<file path="config.mk">
export PLATFORM = sky130hd
export DESIGN_NAME = pll_lock_rst_seq
export DESIGN_NICKNAME = d
export VERILOG_FILES = /design/src/rtl/pll_seq_pkg.sv /design/src/rtl/lock_sync.sv /design/src/rtl/pll_lock_rst_seq.sv
export SDC_FILE = /design/constraint.sdc
export NUM_CORES = 1
export LEC_CHECK = 0
export BUFFER_PORTS_ARGS = -buffer_cell sky130_fd_sc_hd__buf_2
export CAP_MARGIN = 0
export CORE_MARGIN = 5
export CORE_UTILIZATION = 40
export DETAILED_ROUTE_END_ITERATION = 10
export HOLD_SLACK_MARGIN = 0.06
export PLACE_DENSITY_LB_ADDON = 0.25
export SETUP_SLACK_MARGIN = 0.1
export SYNTH_ARGS = -nofsm -noshare
export SYNTH_HDL_FRONTEND = slang
export SYNTH_SLANG_ARGS = --single-unit
</file>
<file path="constraint.sdc">
create_clock -name clk -period 1.83 [get_ports clk]
set_input_delay 0.366 -clock clk [delete_from_list [all_inputs] [get_ports clk]]
set_output_delay 0.366 -clock clk [all_outputs]
set_load 0.005 [all_outputs]
</file>
<file path="src/rtl/pll_seq_pkg.sv">
`default_nettype none
// ============================================================================
// Package : pll_seq_pkg
// Sequencer state encoding, default parameters and counter sizing helper.
// Rev     : 1.0
// ============================================================================
package pll_seq_pkg;

    typedef enum logic [1:0] {
        WAIT_LOCK = 2'd0,
        STABLE    = 2'd1,
        RELEASE   = 2'd2,
        RUN       = 2'd3
    } seq_state_t;

    localparam int C_SYNC_STAGES   = 2;
    localparam int C_STABLE_CYCLES = 1024;
    localparam int C_STAGE_GAP     = 16;
    localparam int C_NUM_STAGES    = 3;
    localparam int C_CNT_W         = 8;

    // Bits needed to hold values 0..max_val.
    function automatic int cnt_width(input int max_val);
        return (max_val < 1) ? 1 : $clog2(max_val + 1);
    endfunction

endpackage
`default_nettype wire

</file>
<file path="src/rtl/lock_sync.sv">
`default_nettype none
// ============================================================================
// Module : lock_sync
// Single-bit SYNC_STAGES-flop synchroniser, synchronous reset to 0.
// Rev    : 1.0
// ============================================================================
module lock_sync #(
    parameter int SYNC_STAGES = 2
) (
    input  logic clk,
    input  logic rst,
    input  logic async_in,
    output logic sync_out
);

    logic [SYNC_STAGES-1:0] r_sync;

    always_ff @(posedge clk) begin
        if (rst) begin
            r_sync <= '0;
        end else begin
            r_sync <= {r_sync[SYNC_STAGES-2:0], async_in};
        end
    end

    assign sync_out = r_sync[SYNC_STAGES-1];

endmodule
`default_nettype wire

</file>
<file path="src/rtl/pll_lock_rst_seq.sv">
`default_nettype none
// ============================================================================
// Module : pll_lock_rst_seq
// Lock-qualified staggered reset release; loss counter under PLL_LOCK_LOSS_CNT_EN.
// Rev    : 1.0
// ============================================================================
module pll_lock_rst_seq
    import pll_seq_pkg::*;
#(
    parameter int SYNC_STAGES   = C_SYNC_STAGES,
    parameter int STABLE_CYCLES = C_STABLE_CYCLES,
    parameter int STAGE_GAP     = C_STAGE_GAP,
    parameter int NUM_STAGES    = C_NUM_STAGES,
    parameter int CNT_W         = C_CNT_W
) (
    input  logic                  clk,
    input  logic                  rst,
    input  logic                  lock_in,
    input  logic                  clr_sticky,
    output logic [NUM_STAGES-1:0] rst_out,
    output logic                  ready,
    output logic                  lock_lost,
    output logic [CNT_W-1:0]      loss_cnt
);

    localparam int c_stab_w = cnt_width(STABLE_CYCLES);
    localparam int c_gap_w  = cnt_width(STAGE_GAP);
    localparam logic [c_stab_w-1:0] c_stab_last = c_stab_w'(STABLE_CYCLES - 1);
    localparam logic [c_gap_w-1:0]  c_gap_last  = c_gap_w'(STAGE_GAP - 1);

    logic                  w_lock_s;
    seq_state_t            r_state;
    logic [c_stab_w-1:0]   r_stab_cnt;
    logic [c_gap_w-1:0]    r_gap_cnt;
    logic [NUM_STAGES-1:0] r_rst_out;
    logic                  r_ready;
    logic                  r_lock_lost;

    lock_sync #(
        .SYNC_STAGES (SYNC_STAGES)
    ) u_lock_sync (
        .clk      (clk),
        .rst      (rst),
        .async_in (lock_in),
        .sync_out (w_lock_s)
    );

    always_ff @(posedge clk) begin
        if (rst) begin
            r_state     <= WAIT_LOCK;
            r_stab_cnt  <= '0;
            r_gap_cnt   <= '0;
            r_rst_out   <= '1;
            r_ready     <= 1'b0;
            r_lock_lost <= 1'b0;
        end else begin
            // A loss on the same edge overrides the clear below.
            if (clr_sticky) begin
                r_lock_lost <= 1'b0;
            end
            case (r_state)
                WAIT_LOCK: begin
                    r_stab_cnt <= '0;
                    r_rst_out  <= '1;
                    r_ready    <= 1'b0;
                    if (w_lock_s) begin
                        r_state <= STABLE;
                    end
                end
                STABLE: begin
                    if (!w_lock_s) begin
                        r_state    <= WAIT_LOCK;
                        r_stab_cnt <= '0;
                    end else if (r_stab_cnt == c_stab_last) begin
                        r_state    <= RELEASE;
                        r_stab_cnt <= '0;
                        r_gap_cnt  <= '0;
                        r_rst_out  <= r_rst_out << 1;
                    end else begin
                        r_stab_cnt <= r_stab_cnt + 1'b1;
                    end
                end
                RELEASE, RUN: begin
                    if (!w_lock_s) begin
                        r_state     <= WAIT_LOCK;
                        r_rst_out   <= '1;
                        r_ready     <= 1'b0;
                        r_lock_lost <= 1'b1;
                    end else if (r_state == RELEASE) begin
                        // Zero-filling shift releases bit 0 first, then each higher domain.
                        if (r_gap_cnt == c_gap_last) begin
                            r_gap_cnt <= '0;
                            if (r_rst_out == '0) begin
                                r_state <= RUN;
                                r_ready <= 1'b1;
                            end else begin
                                r_rst_out <= r_rst_out << 1;
                            end
                        end else begin
                            r_gap_cnt <= r_gap_cnt + 1'b1;
                        end
                    end
                end
                default: r_state <= WAIT_LOCK;
            endcase
        end
    end

`ifdef PLL_LOCK_LOSS_CNT_EN
    logic             w_loss;
    logic [CNT_W-1:0] r_loss_cnt;

    assign w_loss = ((r_state == RELEASE) || (r_state == RUN)) && !w_lock_s;

    always_ff @(posedge clk) begin
        if (rst) begin
            r_loss_cnt <= '0;
        end else if (w_loss) begin
            if (clr_sticky) begin
                r_loss_cnt <= CNT_W'(1);
            end else if (r_loss_cnt != '1) begin
                r_loss_cnt <= r_loss_cnt + 1'b1;
            end
        end else if (clr_sticky) begin
            r_loss_cnt <= '0;
        end
    end

    assign loss_cnt = r_loss_cnt;
`else
    assign loss_cnt = '0;
`endif

    assign rst_out   = r_rst_out;
    assign ready     = r_ready;
    assign lock_lost = r_lock_lost;

endmodule
`default_nettype wire

</file>
==> impl_metrics.csv, run 1 <==
group,metric,value,unit
run_status,status,"finished clean",
synth,netlist_top_cells_area,"dfxtp_1 34%, ha_1 6.8%, mux2i_1 4.8%, nor2_1 4.6%, a21oi_1 4.4%",
synth,synthArstFlopShare,0,%
clock_network,cts_tree,"done",
drt,routedWlPerCell,13.2,um
cells_and_area,drive_gt1_share,22.8,%
floorplanning,fp.dieArea,4970,um2
sta,rsz0062_at_grt,"false",
synth,syn_inst,168,
floorplanning,fp.coreArea,3610,um2
placement,hpwl,2290,um
clock_network,cts_num_sinks,25,
synth,syn_avg_cell_area,8.72,um2
global_routing,grt_pass1_vias,1197,
critical_path,end_kind,"flip-flop",
critical_path,slowest_stage,"dfxtp_4",
cells_and_area,fin_util,46.2,%
critical_path,required,2.02,ns
sta,maxSlewHeadroom,65.3,%
global_routing,overflow,0,
synth,yosys.area.top_type,"dfxtp_1",
synth,synth_flop_cell,"dfxtp_1",
sta,min_period,1.66,ns
placement,routabilityCongestion,0.824,
synth,synth_area,1470,um2
synth,yosys_warnings,0,
synth,yosysTopAreaCellShare,34.2,%
placement,placedCellCount,228,
drt,detail_route.iter0.violations,86,
clock_network,cts_root_buf,"clkbuf_8",
sta,worst_pin_slew,0.517,ns
sta,final-hold-violation-count,0,
clock_network,clk_latency,0.27,ns
drt,drc,0,
cells_and_area,layout.cells.non_filler,232,
sta,max_freq,603,MHz
critical_path,worstPathArrival,1.85,ns
sta,finalMaxSlewViolations,0,
global_routing,grt_pass1_wl,5380,um
synth,post-synth-top-count-cell,"dfxtp_1",
power,p_leak,0.636,nW
floorplanning,die_h,70.5,um
global_routing,antenna_found_initial,0,
critical_path,startpoint_type,"flip-flop",
cells_and_area,area_delta_synth_final,13.7,%
floorplanning,rows,22,
drt,dr.pass1.iters,4,
drt,viasPerCell,5.51,
synth,synth_edf_count,0,
worst_hold_path,hold_class,"in -> reg",
synth,synthTopCellsByCount,"25 x dfxtp_1, 18 x nor2_1, 13 x a21oi_1, 9 x nand2_1",
sta,fin_setup_tns,0,ns
drt,drt.antenna.violating_nets,0,
floorplanning,start_util,40.6,%
critical_path,worstSetupPathType,"reg -> reg",
floorplanning,die_w,70.5,um
global_routing,gr-usage-all-layers,13.1,%
power,vdd_drop_max,0.492,mV
synth,seq_area_frac_synth,34.2,%
drt,wl,3070,um
cells_and_area,fin_area,1670,um2
synth,synth-seq-cells,25,
critical_path,slowest_delay,0.39,ns
sta,post-route-period-util,90.7,%
clock_network,cts_buffers,3,
power,p_per_area,651,nW/um2
floorplanning,io_pins,17,
synth,synthDistinctLibCells,48,
worst_hold_path,hold_depth,2,
critical_path,reg2reg_depth,6,
critical_path,cp_max_fo,7,
cells_and_area,diodes,0,
placement,io_buffers,8,
clock_network,clockBufferDepth,2,
global_routing,grt_max_degree,16,
critical_path,cp_cell_sequence,"inv_1 > ha_1 > o21ai_1 > a21oi_1 > o31a_1 > a211oi_2",
flow_run,cap_viol_max_count,0,
sta,clock_skew,0.00551,ns
clock_network,clk_pin_slew,0.09,ns
cells_and_area,fin_nets,197,
sta,final-setup-viol-count,0,
placement,dpl-instance-area,1580,um2
clock_network,htreeDepth,1,
drt,dr_total_vias,1279,
==> cell families after synthesis <==
kind of cell	Yosys count	synth area share [%]
flops	25	34.2
mux	7	4.78
other cells	1	0.256
fa+ha+maj	8	6.83
compound gates	42	20.8
xor+xnor	4	2.39
buf+inv	19	8.11
simple gates	62	22.6
==> layer usage <==
layer / wire length [um] / global-route usage (%)
met5: 0 / 0
met4: 32 / 4.47
met3: 167 / 3.74
met2: 1510 / 22.8
met1: 1360 / 15.4
==> state kept, by name (all words and copies together), names as in the netlist <==
signal              cells
lock_lost               1
r_gap_cnt               5
r_stab_cnt             11
r_state                 2
ready                   1
rst_out                 3
u_lock_sync.r_sync      2
==> where the power goes <==
group / total [W] / switching [W] / internal, W
combinational: 0.000173 / 0.0000964 / 0.0000768
sequential: 0.000571 / 0.0000138 / 0.000558
clock: 0.000340 / 0.000185 / 0.000155
total: 0.00108 / 0.000296 / 0.000789
==> cell type report <==
type | count | area (um2)
fill | 358 | 1940
multi-input combinational | 131 | 908
sequential | 25 | 504
timing repair buffer | 20 | 130
tap | 48 | 60.1
clock buffer | 3 | 41.3
inverter | 4 | 15.0
clock inverter | 1 | 7.51
==> path summary, 6_finish.rpt <==
| path | start | endpoint | slack, ns |
|---|---|---|---|
| worst max register to register | r_state[0] | r_state[0] | 0.17 |
| worst max-delay path | r_state[0] | r_state[0] | 0.17 |
| worst min register to register | r_gap_cnt[4] | r_gap_cnt[4] | 0.45 |
| worst min-delay path | lock_in | u_lock_sync.r_sync[0] | 0.30 |
==> layout by cell type, fill, tap and decap left out, types with 2 or more instances in the layout <==
master    instances
ha_2              2
o32a_1            2
buf_2             8
nor3_1            6
nand2_1           8
nor3b_1           2
xnor2_1           3
nand3_1           7
nor2_1           18
conb_1            8
and3_2            2
a21oi_1          13
clkbuf_8          3
mux2i_1           7
a31oi_1           3
o31ai_1           2
buf_4            12
o21ai_0           6
dfxtp_1          24
inv_1             4
ha_1              6
nand4_1           2
nor2b_1           3
==> critical path, delay by kind of cell (launching register included) <==
| kind | cells | cell delay (ns) |
|---|---|---|
| fa+ha+maj | 1 | 0.28 |
| buf+inv | 1 | 0.09 |
| compound gates | 4 | 0.82 |
| flops | 1 | 0.39 |
==> through the flow <==
stage	worst slack, ns	total power [W]	hold slack (ns)
6_report	0.171	0.00108	0.298
5_1_grt	0.0842	0.00115	0.310
4_1_cts	0.121	0.00109	0.297
3_5_place_dp	0.0465	0.000745	0.432
3_3_place_gp	0.119	0.000740	0.419
2_1_floorplan	0.154	0.000703	0.414
==> timing repair <==
action / CTS / global route
gates resized for setup: 3 / 10
endpoints found under the setup margin: 6 / 17
hold buffers: 0 / 0
buffers inserted: 0 / 0
No activity file was read; power rests on OpenSTA's default activity.
==> run 2, diff against run 1 <==
- ABC_AREA: unset -> 1
- CORE_MARGIN: 5 -> 2
- CTS_CLUSTER_DIAMETER: unset -> 120
==> impl_metrics.csv, run 2 <==
group,metric,value,unit
synth,synth_edf_count,0,
critical_path,cp_max_fo,4,
drt,drc,0,
worst_hold_path,hold_class,"in -> reg",
critical_path,worstSetupPathType,"reg -> reg",
critical_path,startpoint_type,"flip-flop",
sta,setup_ws,0.172,ns
global_routing,gr-usage-all-layers,14.9,%
run_status,status,"finished clean",
synth,synthArstFlopShare,0,%
synth,yosys_warnings,0,
synth,synth_flop_cell,"dfxtp_1",
flow_run,cap_viol_max_count,0,
floorplanning,rows,21,
sta,max_freq,603,MHz
global_routing,overflow,0,
floorplanning,fp.coreArea,3420,um2
sta,min_period,1.66,ns
drt,dr.pass1.iters,4,
placement,routabilityCongestion,0.833,
sta,post-route-period-util,90.6,%
critical_path,worst-path-buf-inv,2,
critical_path,end_kind,"flip-flop",
power,p_leak,0.716,nW
sta,clock_skew,0.00457,ns
placement,hpwl,2070,um
power,power,0.00224,W
global_routing,met3_usage,2.64,%
cells_and_area,largest_reg_flops,11,
placement,post-place-ws,0.0882,ns
floorplanning,fp.dieArea,4110,um2
floorplanning,die_h,64.1,um
critical_path,worstPathArrival,1.89,ns
clock_network,clockBufferDepth,2,
global_routing,top_usage_layer,"met2",
global_routing,grt_pass1_vias,1163,
cells_and_area,drive_gt1_share,16.8,%
synth,yosysTopAreaCellShare,34.6,%
power,vdd_drop_max,0.708,mV
cells_and_area,fin_nets,239,
clock_network,cts_buffers,3,
synth,synth_area,1450,um2
drt,detail_route.iter0.violations,57,
floorplanning,start_util,42.3,%
synth,syn_inst,211,
clock_network,cts_root_buf,"clkbuf_4",
clock_network,clk_latency,0.32,ns
cells_and_area,area_delta_synth_final,11.9,%
drt,wl,2870,um
global_routing,use_met2,24.3,%
synth,netlist_top_cells_area,"dfxtp_1 35%, nand2_1 11%, nor2_1 8.8%, ha_1 6.9%, nand3_1 6.9%",
sta,rsz0062_at_grt,"false",
global_routing,grt_pass1_wl,4880,um
worst_hold_path,hold_depth,3,
cells_and_area,final_cell_mix,"44 x nand2_1, 31 x nor2_1, 23 x dfxtp_1",
cells_and_area,diodes,0,
cells_and_area,regMostFlops,"r_stab_cnt",
synth,syn_avg_cell_area,6.85,um2
critical_path,required,2.06,ns
critical_path,cp_cell_sequence,"inv_1 > ha_2 > nor2_4 > buf_4 > nor2_4 > nand2_1 > nor2_1 > nand2_1 > xor2_1 > nor2_1",
clock_network,htreeDepth,1,
sta,finalMaxSlewViolations,0,
critical_path,slowest_stage,"dfxtp_1",
synth,synthTopCellsByCount,"44 x nand2_1, 34 x nor2_1, 25 x dfxtp_1, 21 x inv_1, 20 x nand3_1",
drt,routedWlPerCell,10.6,um
sta,fin_setup_tns,0,ns
synth,synthDistinctLibCells,26,
global_routing,grt_max_degree,14,
drt,viasPerCell,4.58,
synth,yosys.area.top_type,"dfxtp_1",
cells_and_area,final_common_cell,"nand2_1",
clock_network,cts_tree,"done",
clock_network,clk_pin_slew,0.14,ns
power,p_per_area,1380,nW/um2
drt,drt.antenna.violating_nets,0,
global_routing,use_met1,19.7,%
drt,dr_total_vias,1246,
floorplanning,die_w,64.1,um
critical_path,path_depth,10,
sta,final-setup-viol-count,0,
clock_network,cts_num_sinks,25,
critical_path,reg2reg_depth,10,
sta,final-hold-violation-count,0,
floorplanning,io_pins,17,
global_routing,antenna_found_initial,0,
synth,post-synth-top-count-cell,"nand2_1",
sta,whs,0.228,ns
critical_path,slowest_delay,0.38,ns
synth,seq_area_frac_synth,34.6,%
synth,synth-seq-cells,25,
critical_path,cpLargestDelayFamily,"simple AND/OR/NAND/NOR gates",
placement,io_buffers,8,
[run 2: changes by cell type after synthesis, moves of 3 or more]
| cell | delta |
|---|---|
| o21ai_0 | -3 |
| xor2_1 | +3 |
| nor2b_1 | -4 |
| nor2_1 | +16 |
| inv_1 | +17 |
| nand2_1 | +35 |
| mux2i_1 | -7 |
| nand3_1 | +13 |
| nor3b_1 | -3 |
| a31oi_1 | -3 |
| nand2_2 | +4 |
[run 2: layout make-up]
cell class                 count  area [um2]
multi-input combinational    159         848
timing repair buffer          15        92.6
clock buffer                   4        26.3
tap                           46        57.6
inverter                      23        86.3
sequential                    25         505
fill                         359        1800
[run 2: worst paths after layout]
path / from / to / slack (ns)
worst max-delay path: r_state[1] / r_stab_cnt[10] / 0.17
worst min-delay path: lock_in / u_lock_sync.r_sync[0] / 0.23
worst max register to register: r_state[1] / r_stab_cnt[10] / 0.17
worst min register to register: u_lock_sync.r_sync[0] / u_lock_sync.r_sync[1] / 0.42
[run 2: per-layer routing]
layer	wire (um)	up-vias	share of wire (%)
met5	0	-	0
met4	24	0	0.84
met3	84	2	2.9
met2	1290	25	45
met1	1480	537	51
li1	-	682	-
[run 2: kinds of logic (layout without fill, tap and decap cells)]
logic type               Yosys count  after routing  share of synthesized area [%]
flip-flops                        25             25                           34.6
AND/OR/NAND/NOR                  117            117                           36.1
XOR/XNOR                           5              5                           3.03
adder cells (fa/ha/maj)            8              8                           6.93
other                              1              8                          0.259
AO/OA/AOI/OAI                     21             21                           7.97
buffers and inverters             34             42                           11.1
[run 2: per-stage QoR]
step	instance area [um2]	cells	utilization, %
after detailed placement	1510	263	44.2
after CTS	1540	267	45.1
after global placement	1510	263	44.2
final	1620	272	47.3
after global routing	1620	272	47.3
after floorplan	1470	218	-
[run 2: what timing repair did]
item | in CTS | in global routing
resized for setup | 1 | 12
setup endpoints to repair | 9 | 21
hold buffers | 0 | 0
setup buffers | 0 | 5
pin swaps | 0 | 1
[run 2: power breakdown]
group / leakage (nW) / internal [W] / switching (W)
combinational: 0.496 / 0.000521 / 0.000761
clock: 0.0150 / 0.0000852 / 0.000169
sequential: 0.204 / 0.000636 / 0.0000663
total: 0.716 / 0.00124 / 0.000997
[run 2: worst min-delay path, cell delays in order]
cell,delay (ns)
buf_2,0.09
inv_1,0.04
nor2_1,0.03
==> run 3, diff against run 2 <==
- SLEW_MARGIN: unset -> 20
- clock period: 1.83 -> 2 ns (I/O delays scaled with it)
==> impl_metrics.csv, run 3 (synthesis results as in run 2) <==
group,metric,value,unit
cells_and_area,largest_reg_flops,11,
global_routing,antenna_found_initial,0,
clock_network,clockBufferDepth,2,
critical_path,startpoint_type,"flip-flop",
sta,fin_setup_tns,0,ns
sta,final-setup-viol-count,0,
global_routing,overflow,0,
power,vdd_drop_max,0.523,mV
power,p_per_area,1240,nW/um2
clock_network,htreeDepth,1,
drt,dr.pass1.iters,5,
global_routing,grt_pass1_vias,1097,
global_routing,grt_pass1_wl,4800,um
clock_network,cts_buffers,3,
drt,wl,2720,um
floorplanning,fp.dieArea,4110,um2
floorplanning,start_util,42.3,%
cells_and_area,fin_util,45.5,%
floorplanning,die_h,64.1,um
drt,detail_route.iter0.violations,70,
clock_network,clk_pin_slew,0.15,ns
drt,drc,0,
run_status,status,"finished clean",
drt,dr_total_vias,1263,
floorplanning,rows,21,
clock_network,cts_tree,"done",
drt,viasPerCell,4.73,
floorplanning,die_w,64.1,um
placement,io_buffers,8,
placement,hpwl,2040,um
cells_and_area,area_delta_synth_final,7.62,%
floorplanning,io_pins,17,
clock_network,cts_root_buf,"clkbuf_4",
clock_network,clk_latency,0.33,ns
cells_and_area,diodes,0,
sta,finalMaxSlewViolations,0,
sta,rsz0062_at_grt,"true",
floorplanning,fp.coreArea,3420,um2
sta,max_freq,565,MHz
placement,routabilityCongestion,0.874,
cells_and_area,final_common_cell,"nand2_1",
sta,final-hold-violation-count,0,
drt,routedWlPerCell,10.2,um
worst_hold_path,hold_class,"in -> reg",
global_routing,gr-usage-all-layers,14.7,%
critical_path,required,2.24,ns
cells_and_area,fin_nets,234,
critical_path,end_kind,"flip-flop",
flow_run,cap_viol_max_count,0,
sta,whs,0.254,ns
sta,min_period,1.77,ns
sta,post-route-period-util,88.5,%
cells_and_area,regMostFlops,"r_stab_cnt",
cells_and_area,final_cell_mix,"44 x nand2_1, 32 x nor2_1, 25 x dfxtp_1",
drt,drt.antenna.violating_nets,0,
clock_network,cts_num_sinks,25,
critical_path,worstSetupPathType,"reg -> reg",
critical_path,worstPathArrival,2.01,ns
cells_and_area,drive_gt1_share,12.7,%
power,p_leak,0.695,nW
global_routing,grt_max_degree,15,
critical_path,cp_max_fo,7,
sta,clock_skew,0.00649,ns
[run 3: cell type report]
class | count | area [um2]
fill | 361 | 1860
multi-input combinational | 159 | 816
sequential | 25 | 500
inverter | 23 | 86.3
timing repair buffer | 10 | 67.6
tap | 46 | 57.6
clock buffer | 3 | 22.5
clock inverter | 1 | 5.00
[run 3: timing repair]
item                                    4_1_cts  5_1_grt
hold buffers                                  0        0
gates resized for setup                       0        2
endpoints found under the setup margin        0       17
setup buffers                                 0        2
hold endpoints to repair                      0        0
[run 3: final timing paths]
kind                         start                    end  slack (ns)  depth (start not counted)
min                        lock_in  u_lock_sync.r_sync[0]        0.25                          3
max reg2reg             r_state[1]         r_stab_cnt[10]        0.23                         10
max                     r_state[1]         r_stab_cnt[10]        0.23                         10
min reg2reg  u_lock_sync.r_sync[0]  u_lock_sync.r_sync[1]        0.42                          2
[run 3: metal layers]
| metal | wire length [um] | global-route usage [%] |
|---|---|---|
| met1 | 1480 | 21.8 |
| met2 | 1130 | 20.7 |
| met3 | 71 | 2.64 |
| met4 | 36 | 6.38 |
| met5 | 0 | 0 |
[run 3: per-stage QoR]
step | worst slack (ns) | total power (W) | instance area (um2) | cells
after floorplan | 0.465 | 0.00140 | 1470 | 218
after global placement | 0.217 | 0.00158 | 1500 | 261
after detailed placement | 0.230 | 0.00158 | 1500 | 261
after CTS | 0.211 | 0.00181 | 1520 | 265
after global routing | 0.0292 | 0.00214 | 1560 | 267
final | 0.231 | 0.00193 | 1560 | 267
[run 3: power by group]
| part | internal [W] | switching (W) | total [W] |
|---|---|---|---|
| Combinational | 0.000406 | 0.000652 | 0.00106 |
| Sequential | 0.000573 | 0.0000622 | 0.000635 |
| Clock | 0.0000751 | 0.000162 | 0.000237 |
| Total | 0.00105 | 0.000876 | 0.00193 |
[run 3: critical path, cell delays in order, from the launching register on]
cell and delay [ns]:
dfxtp_1 0.36, inv_1 0.17, ha_1 0.34, nor2_4 0.09, buf_12 0.14, nor2_4 0.09, nand2_1 0.06, nor2_1 0.15
nand2_1 0.09, xor2_1 0.14, nor2_1 0.05
